[config.mk]
export PLATFORM = sky130hd
export DESIGN_NAME = cu_sequencer_flat
export DESIGN_NICKNAME = d
export VERILOG_FILES = /design/src/rtl/cu_pkg.sv /design/src/rtl/cu_sequencer_if.sv /design/src/rtl/cu_sequencer.sv /design/src/flat_wrapper.sv
export SDC_FILE = /design/constraint.sdc
export NUM_CORES = 1
export LEC_CHECK = 0
export ABC_AREA = 1
export BUFFER_PORTS_ARGS = -buffer_cell sky130_fd_sc_hd__clkbuf_2
export CORE_UTILIZATION = 45
export CTS_BUF_LIST = sky130_fd_sc_hd__clkbuf_8 sky130_fd_sc_hd__clkbuf_16
export CTS_CLUSTER_SIZE = 14
export DETAILED_ROUTE_END_ITERATION = 8
export PLACE_DENSITY = 0.61
export SYNTH_ARGS = -nofsm -noshare
export SYNTH_HDL_FRONTEND = slang
export SYNTH_SLANG_ARGS = --single-unit
[constraint.sdc]
create_clock -name clk -period 3 [get_ports clk]
set_clock_uncertainty 0.15 [all_clocks]
set_input_delay 0.6 -clock clk [delete_from_list [all_inputs] [get_ports clk]]
set_output_delay 0.6 -clock clk [all_outputs]
set_load 0.02 [all_outputs]
[src/rtl/cu_pkg.sv]
// cu_pkg: opcodes, instruction fields and sequencer state encoding shared by the
// sequencer and the compute-unit decoder.
package cu_pkg;

    localparam logic [3:0] OP_NOP  = 4'b0000;
    localparam logic [3:0] OP_HALT = 4'b0001;
    localparam logic [3:0] OP_LOAD = 4'b1001;
    localparam logic [3:0] OP_ADD  = 4'b1010;
    localparam logic [3:0] OP_SUB  = 4'b1011;
    localparam logic [3:0] OP_AND  = 4'b1100;
    localparam logic [3:0] OP_OR   = 4'b1101;
    localparam logic [3:0] OP_NOT  = 4'b1110;
    localparam logic [3:0] OP_XOR  = 4'b1111;

    localparam int OPC_MSB = 15;
    localparam int OPC_LSB = 12;
    localparam int TGT_MSB = 11;
    localparam int TGT_LSB = 8;
    localparam int IMM_MSB = 7;
    localparam int IMM_LSB = 0;

    typedef enum logic [1:0] {
        ST_IDLE = 2'd0,
        ST_LOAD = 2'd1,
        ST_RUN  = 2'd2,
        ST_DONE = 2'd3
    } seq_state_t;

    function automatic logic [3:0] opcode_of(input logic [15:0] w);
        return w[OPC_MSB:OPC_LSB];
    endfunction

endpackage

[src/rtl/cu_sequencer_if.sv]
// cu_sequencer_if: instruction handshake between the sequencer (master) and the
// compute unit (slave).
interface cu_sequencer_if;
    logic [15:0] instr;
    logic        instr_valid;
    logic        cu_ready;

    modport master (output instr, output instr_valid, input cu_ready);
    modport slave  (input instr, input instr_valid, output cu_ready);
endinterface

[src/rtl/cu_sequencer.sv]
// cu_sequencer: loads 16-bit instructions byte-serially into a flop store and
// replays them to the compute unit, with loop count, HALT and stop.
module cu_sequencer
    import cu_pkg::*;
#(
    parameter int DEPTH = 8,
    parameter int PW    = $clog2(DEPTH)
) (
    input  logic          clk,
    input  logic          rst_n,
    input  logic          load_start,
    input  logic [7:0]    byte_in,
    input  logic          byte_valid,
    input  logic          load_end,
    input  logic          run_start,
    input  logic [3:0]    run_loops,
    input  logic          stop,
    cu_sequencer_if.master cu,
    output logic          busy,
    output logic          done,
    output logic [PW-1:0] pc,
    output logic [PW:0]   prog_len,
    output logic          overflow
);

    localparam logic [PW:0] FULL = (PW+1)'(DEPTH);

    logic [15:0]   slot_q [DEPTH];
    seq_state_t    state_q, state_d;
    logic [PW-1:0] pc_q, pc_d;
    logic [PW:0]   len_q, len_d;
    logic [3:0]    loops_q, loops_d;
    logic          phase_q, phase_d;
    logic [7:0]    hi_q, hi_d;
    logic          ovf_q, ovf_d;
    logic          we;
    logic [15:0]   cur;
    logic          valid, hs, last;

    assign cur   = slot_q[pc_q];
    // HALT and an empty program both leave RUN without presenting a word
    assign valid = (state_q == ST_RUN) && (len_q != '0) && (opcode_of(cur) != OP_HALT);
    assign hs    = valid && cu.cu_ready;
    assign last  = {1'b0, pc_q} == len_q - (PW+1)'(1);

    always_comb begin
        state_d = state_q;
        pc_d    = pc_q;
        len_d   = len_q;
        loops_d = loops_q;
        phase_d = phase_q;
        hi_d    = hi_q;
        ovf_d   = ovf_q;
        we      = 1'b0;
        case (state_q)
            ST_IDLE: begin
                if (load_start) begin
                    state_d = ST_LOAD;
                    len_d   = '0;
                    phase_d = 1'b0;
                    ovf_d   = 1'b0;
                end else if (run_start) begin
                    state_d = ST_RUN;
                    pc_d    = '0;
                    loops_d = run_loops;
                end
            end
            ST_LOAD: begin
                if (load_start) begin
                    len_d   = '0;
                    phase_d = 1'b0;
                    ovf_d   = 1'b0;
                end else if (load_end) begin
                    state_d = ST_IDLE;
                    phase_d = 1'b0;
                end else if (byte_valid) begin
                    if (len_q == FULL) begin
                        ovf_d = 1'b1;
                    end else if (!phase_q) begin
                        hi_d    = byte_in;
                        phase_d = 1'b1;
                    end else begin
                        we      = 1'b1;
                        len_d   = len_q + (PW+1)'(1);
                        phase_d = 1'b0;
                    end
                end
            end
            ST_RUN: begin
                if (!valid) begin
                    state_d = ST_DONE;
                end else if (hs) begin
                    if (!last) begin
                        pc_d = pc_q + PW'(1);
                    end else if (loops_q != 4'd0) begin
                        pc_d    = '0;
                        loops_d = loops_q - 4'd1;
                    end else begin
                        state_d = ST_DONE;
                    end
                end
                if (stop) state_d = ST_DONE;
            end
            default: state_d = ST_IDLE;
        endcase
    end

    always_ff @(posedge clk) begin
        if (!rst_n) begin
            state_q <= ST_IDLE;
            pc_q    <= '0;
            len_q   <= '0;
            loops_q <= '0;
            phase_q <= 1'b0;
            hi_q    <= '0;
            ovf_q   <= 1'b0;
        end else begin
            state_q <= state_d;
            pc_q    <= pc_d;
            len_q   <= len_d;
            loops_q <= loops_d;
            phase_q <= phase_d;
            hi_q    <= hi_d;
            ovf_q   <= ovf_d;
        end
    end

    // Store is deliberately unreset; prog_len alone says which slots matter
    always_ff @(posedge clk) begin
        if (we) slot_q[len_q[PW-1:0]] <= {hi_q, byte_in};
    end

    assign cu.instr       = valid ? cur : 16'h0000;
    assign cu.instr_valid = valid;
    assign busy           = (state_q == ST_LOAD) || (state_q == ST_RUN);
    assign done           = state_q == ST_DONE;
    assign pc             = pc_q;
    assign prog_len       = len_q;
    assign overflow       = ovf_q;

endmodule
[src/flat_wrapper.sv]
// flat-port wrapper written by rule: the top's interface ports become plain ports
module cu_sequencer_flat import cu_pkg::*;
#(
    parameter int DEPTH = 8,
    parameter int PW    = $clog2(DEPTH)
)
  (clk, rst_n, load_start, byte_in, byte_valid, load_end, run_start, run_loops, stop, busy, done, pc, prog_len, overflow, cu_instr, cu_instr_valid, cu_cu_ready);
  cu_sequencer_if cu_i ();
  input  logic clk;
  input  logic rst_n;
  input  logic load_start;
  input  logic [7:0] byte_in;
  input  logic byte_valid;
  input  logic load_end;
  input  logic run_start;
  input  logic [3:0] run_loops;
  input  logic stop;
  output logic busy;
  output logic done;
  output logic [PW-1:0] pc;
  output logic [PW:0] prog_len;
  output logic overflow;
  output wire logic [$bits(cu_i.instr)-1:0] cu_instr;
  output wire logic [$bits(cu_i.instr_valid)-1:0] cu_instr_valid;
  input wire logic [$bits(cu_i.cu_ready)-1:0] cu_cu_ready;
  assign cu_instr = cu_i.instr;
  assign cu_instr_valid = cu_i.instr_valid;
  assign cu_i.cu_ready = cu_cu_ready;
  cu_sequencer #(.DEPTH(DEPTH), .PW(PW)) u_core (.clk(clk), .rst_n(rst_n), .load_start(load_start), .byte_in(byte_in), .byte_valid(byte_valid), .load_end(load_end), .run_start(run_start), .run_loops(run_loops), .stop(stop), .cu(cu_i), .busy(busy), .done(done), .pc(pc), .prog_len(prog_len), .overflow(overflow));
endmodule
==> results.md <==
- Die height: 125 um
- First-pass GRT wire length: between 20 and 25 mm
- Startpoint types: register
- Seq cells post-synth: 154
- Minimum clock period: 2.90 ns
- Hold crit path type: register to register
- HP Start: u_core.overflow
- RD Place Congestion: ~0.79
- Clk_lat worst skew: ~0.42 ns
- Root Buffer: clkbuf_16
- Sequential power share: about 37%
- Worst Path Max Fanout: 18
- Top Ports: 47
- Ys flop type: edfxtp_1
- Post-synth EDFFs: 128
- Setup CP Type: register to output pin
- Final core occ: roughly 54%
- Clock power share: between 20 and 30%
- Crit path required time: 2.25 ns
- Initial antenna violation count: 0
- Power Density: 861 nW/um2
- CTS Buffer Depth: 2
- Worst-path clk slew: roughly 0.06 ns
- Via Count: 4704
- Drt wl/cell: 17.0 um
- Leak pwr: ~3.2 nW
- Initial Utilization: about 46%
- Combinational cell fraction of total power: roughly a third
- Post-Synthesis Mean Instance Area: about 11 um2
- Number of global-route vias before repair: ~4800
- Rows: 44
- Worst r2r src: u_core.state_q[1]
- Routed Antenna Nets: 0
- YS warnings: 0
- Critical path endpoint category: output pin
- Final slew viol count: 0
- Sw Ratio: between 30% and 40%
- # hold bufs at CTS: 0
- Post-synthesis cell area: between 6000 and 7000 um2
- Vias/cell: about 5.3
- Hold path cells: 2
- Syn nets: approximately 660
- Core Area: 14600 um2
- # Max-Cap Violations: 0
- Die span in x: ~120 um
- Final WS setup: between 0.1 and 0.15 ns
- NumNets Final: 720
- Setup TNS: 0 ns
- N_diodes: 0
- Total gr overflow: 0
- Largest net degree at the start of global routing: 37
- Clock H-tree levels: 4
- Sequential fraction of the synthesis area: between 60% and 70%
- RSZ-0062 raised after global routing: yes
- Maximum clock frequency: approximately 350 MHz
- Sw Pwr: approximately 0.0024 W
- CTS tree: done
- DRT Pass-1 Iters: 5
- DR DRC count: 0
- DR iter-0 viols: 409
- Slew headroom: between 60 and 70%
- Hold Violations, Final: 0
- Actual slew at the worst max-slew pin: ~0.54 ns
- Tcrit/Tclk final: between 90% and 100%
- CTS buffer count: 17
- Hpwl dp: about 9.4 mm
- CTS Sinks: around 150
- Asr flop ratio synth: 0%
- GRT Total Usage: 20.7%
- CP arrival: roughly 2.2 ns
- Overall die area: approximately 16000 um2
- Synthesis-to-finish area growth: 17.3%
- Final setup viols: 0
- Reg2Reg Depth: 9
- I/O Buffers: 46
- Highest ir drop seen on vdd: approximately 470 uV
- Placement Setup Slack: around 0.11 ns
- Netlist cell types: 40
- Final WL: around 15 mm
- Share of layout cells above drive strength 1: 20.2%
- Synthesized instance count: 626
- Total chip power: just under 0.007 W
- Int Pwr: approximately 0.0044 W
- Status: complete, no violations
power groups by stage:
stage | Combinational (W) | Sequential (W) | Clock (W)
5_1_grt | 0.00252 | 0.00256 | 0.00215
3_5_place_dp | 0.00215 | 0.00258 | 0
2_1_floorplan | 0.00162 | 0.00257 | 0
6_report | 0.00226 | 0.00254 | 0.00202
4_1_cts | 0.00223 | 0.00254 | 0.00207
3_3_place_gp | 0.00211 | 0.00257 | 0
per-layer routing:
metal,part of all wire [%],up-vias,GRT usage (%)
met4,1.2,0,7.65
met1,44,2256,26.9
li1,-,2302,-
met3,4.6,13,4.85
met2,50,133,33.7
met5,0,-,0
metrics by stage:
| stage | hold WS, ns | instances | cell area [um2] |
|---|---|---|---|
| finish | 0.351 | 888 | 7940 |
| global route | 0.349 | 888 | 7940 |
| CTS | 0.340 | 888 | 7900 |
| detailed placement | 0.319 | 853 | 7260 |
| global placement | 0.326 | 853 | 7260 |
| floorplan | 0.324 | 626 | 6780 |
cell type report:
class | count | area, um2
Multi-Input combinational cell | 385 | 2070
Fill cell | 1238 | 6650
Tap cell | 184 | 230
Sequential cell | 154 | 4370
Clock inverter | 15 | 136
Clock buffer | 17 | 425
Timing Repair Buffer | 75 | 478
Inverter | 58 | 230
state kept, by name, summed over array words and instances, names as in the netlist, named ones only:
name             cells
u_core.overflow      1
u_core.prog_len      4
u_core.loops_q       4
u_core.slot_q      128
u_core.state_q       2
u_core.pc            3
u_core.hi_q          8
u_core.phase_q       1
worst max-delay path, stage by stage, from the launching register on:
cell and delay, ns:
dfxtp_2 0.34, buf_12 0.15, nand2_1 0.08, nand3_1 0.08, nand2_1 0.07, nand2_1 0.09
nand2_1 0.13, nor2_4 0.07, a21boi_4 0.19, inv_6 0.13, a211oi_2 0.19, clkbuf_2 0.20
layout by cell type, fill, tap and decap left out, types with 2 or more instances in the layout:
cell       instances
nand2_1          139
inv_6              2
a21oi_1           54
a21oi_2            3
xnor2_1            3
clkbuf_2          40
ha_1               8
a31oi_1            2
bufinv_16          2
clkinv_2           3
dfxtp_1           22
buf_2              5
a211oi_2          10
nor2_1            62
a211oi_1           3
nand2_2            4
o211ai_1           2
a22oi_1           12
nand3_1           29
nand3_2            3
clkinv_1           2
buf_4             24
inv_1             56
inv_4              3
buf_6              4
xor2_1             4
a32o_1            12
clkinv_4           3
nor3_1             7
o21ai_0           13
edfxtp_1         128
dfxtp_2            4
clkbuf_16         17
nor3_2             2
logic make-up (layout without fill, tap and decap cells):
logic type | after synthesis | after routing | synth area share [%]
fa+ha+maj | 9 | 9 | 1.66
xor+xnor | 7 | 7 | 0.906
simple gates | 254 | 254 | 15.9
flops | 154 | 154 | 64.5
compound gates | 115 | 115 | 11.2
buf+inv | 87 | 165 | 5.82
synth_stat cells, types with 2 or more instances:
| cell | number | area [um2] |
|---|---|---|
| a211oi_1 | 7 | 52.6 |
| a211oi_2 | 6 | 75.1 |
| a21oi_1 | 54 | 270 |
| a21oi_2 | 3 | 26.3 |
| a22oi_1 | 12 | 90.1 |
| a31oi_1 | 3 | 18.8 |
| a32o_1 | 12 | 120 |
| buf_2 | 10 | 50.1 |
| buf_6 | 5 | 56.3 |
| clkbuf_1 | 11 | 41.3 |
| dfxtp_1 | 26 | 521 |
| edfxtp_1 | 128 | 3840 |
| ha_1 | 9 | 113 |
| inv_1 | 54 | 203 |
| inv_2 | 3 | 11.3 |
| nand2_1 | 140 | 526 |
| nand2_2 | 3 | 18.8 |
| nand3_1 | 29 | 145 |
| nand3_2 | 3 | 30.0 |
| nor2_1 | 62 | 233 |
| nor3_1 | 9 | 45.0 |
| o211ai_1 | 2 | 15.0 |
| o21ai_0 | 13 | 65.1 |
| xnor2_1 | 3 | 26.3 |
| xor2_1 | 4 | 35.0 |
path summary, 6_finish.rpt:
kind                          to  slack [ns]
max                  cu_instr[0]        0.10
min              u_core.overflow        0.35
max reg2reg  u_core.slot_q[3][7]        0.70
min reg2reg      u_core.overflow        0.35
timing repair:
action	CTS	global route
setup buffers	3	0
endpoints found under the setup margin	16	16
resized for setup	15	15
cloned	0	0
pin swaps	0	0
Power figures use the tool's default switching activity.
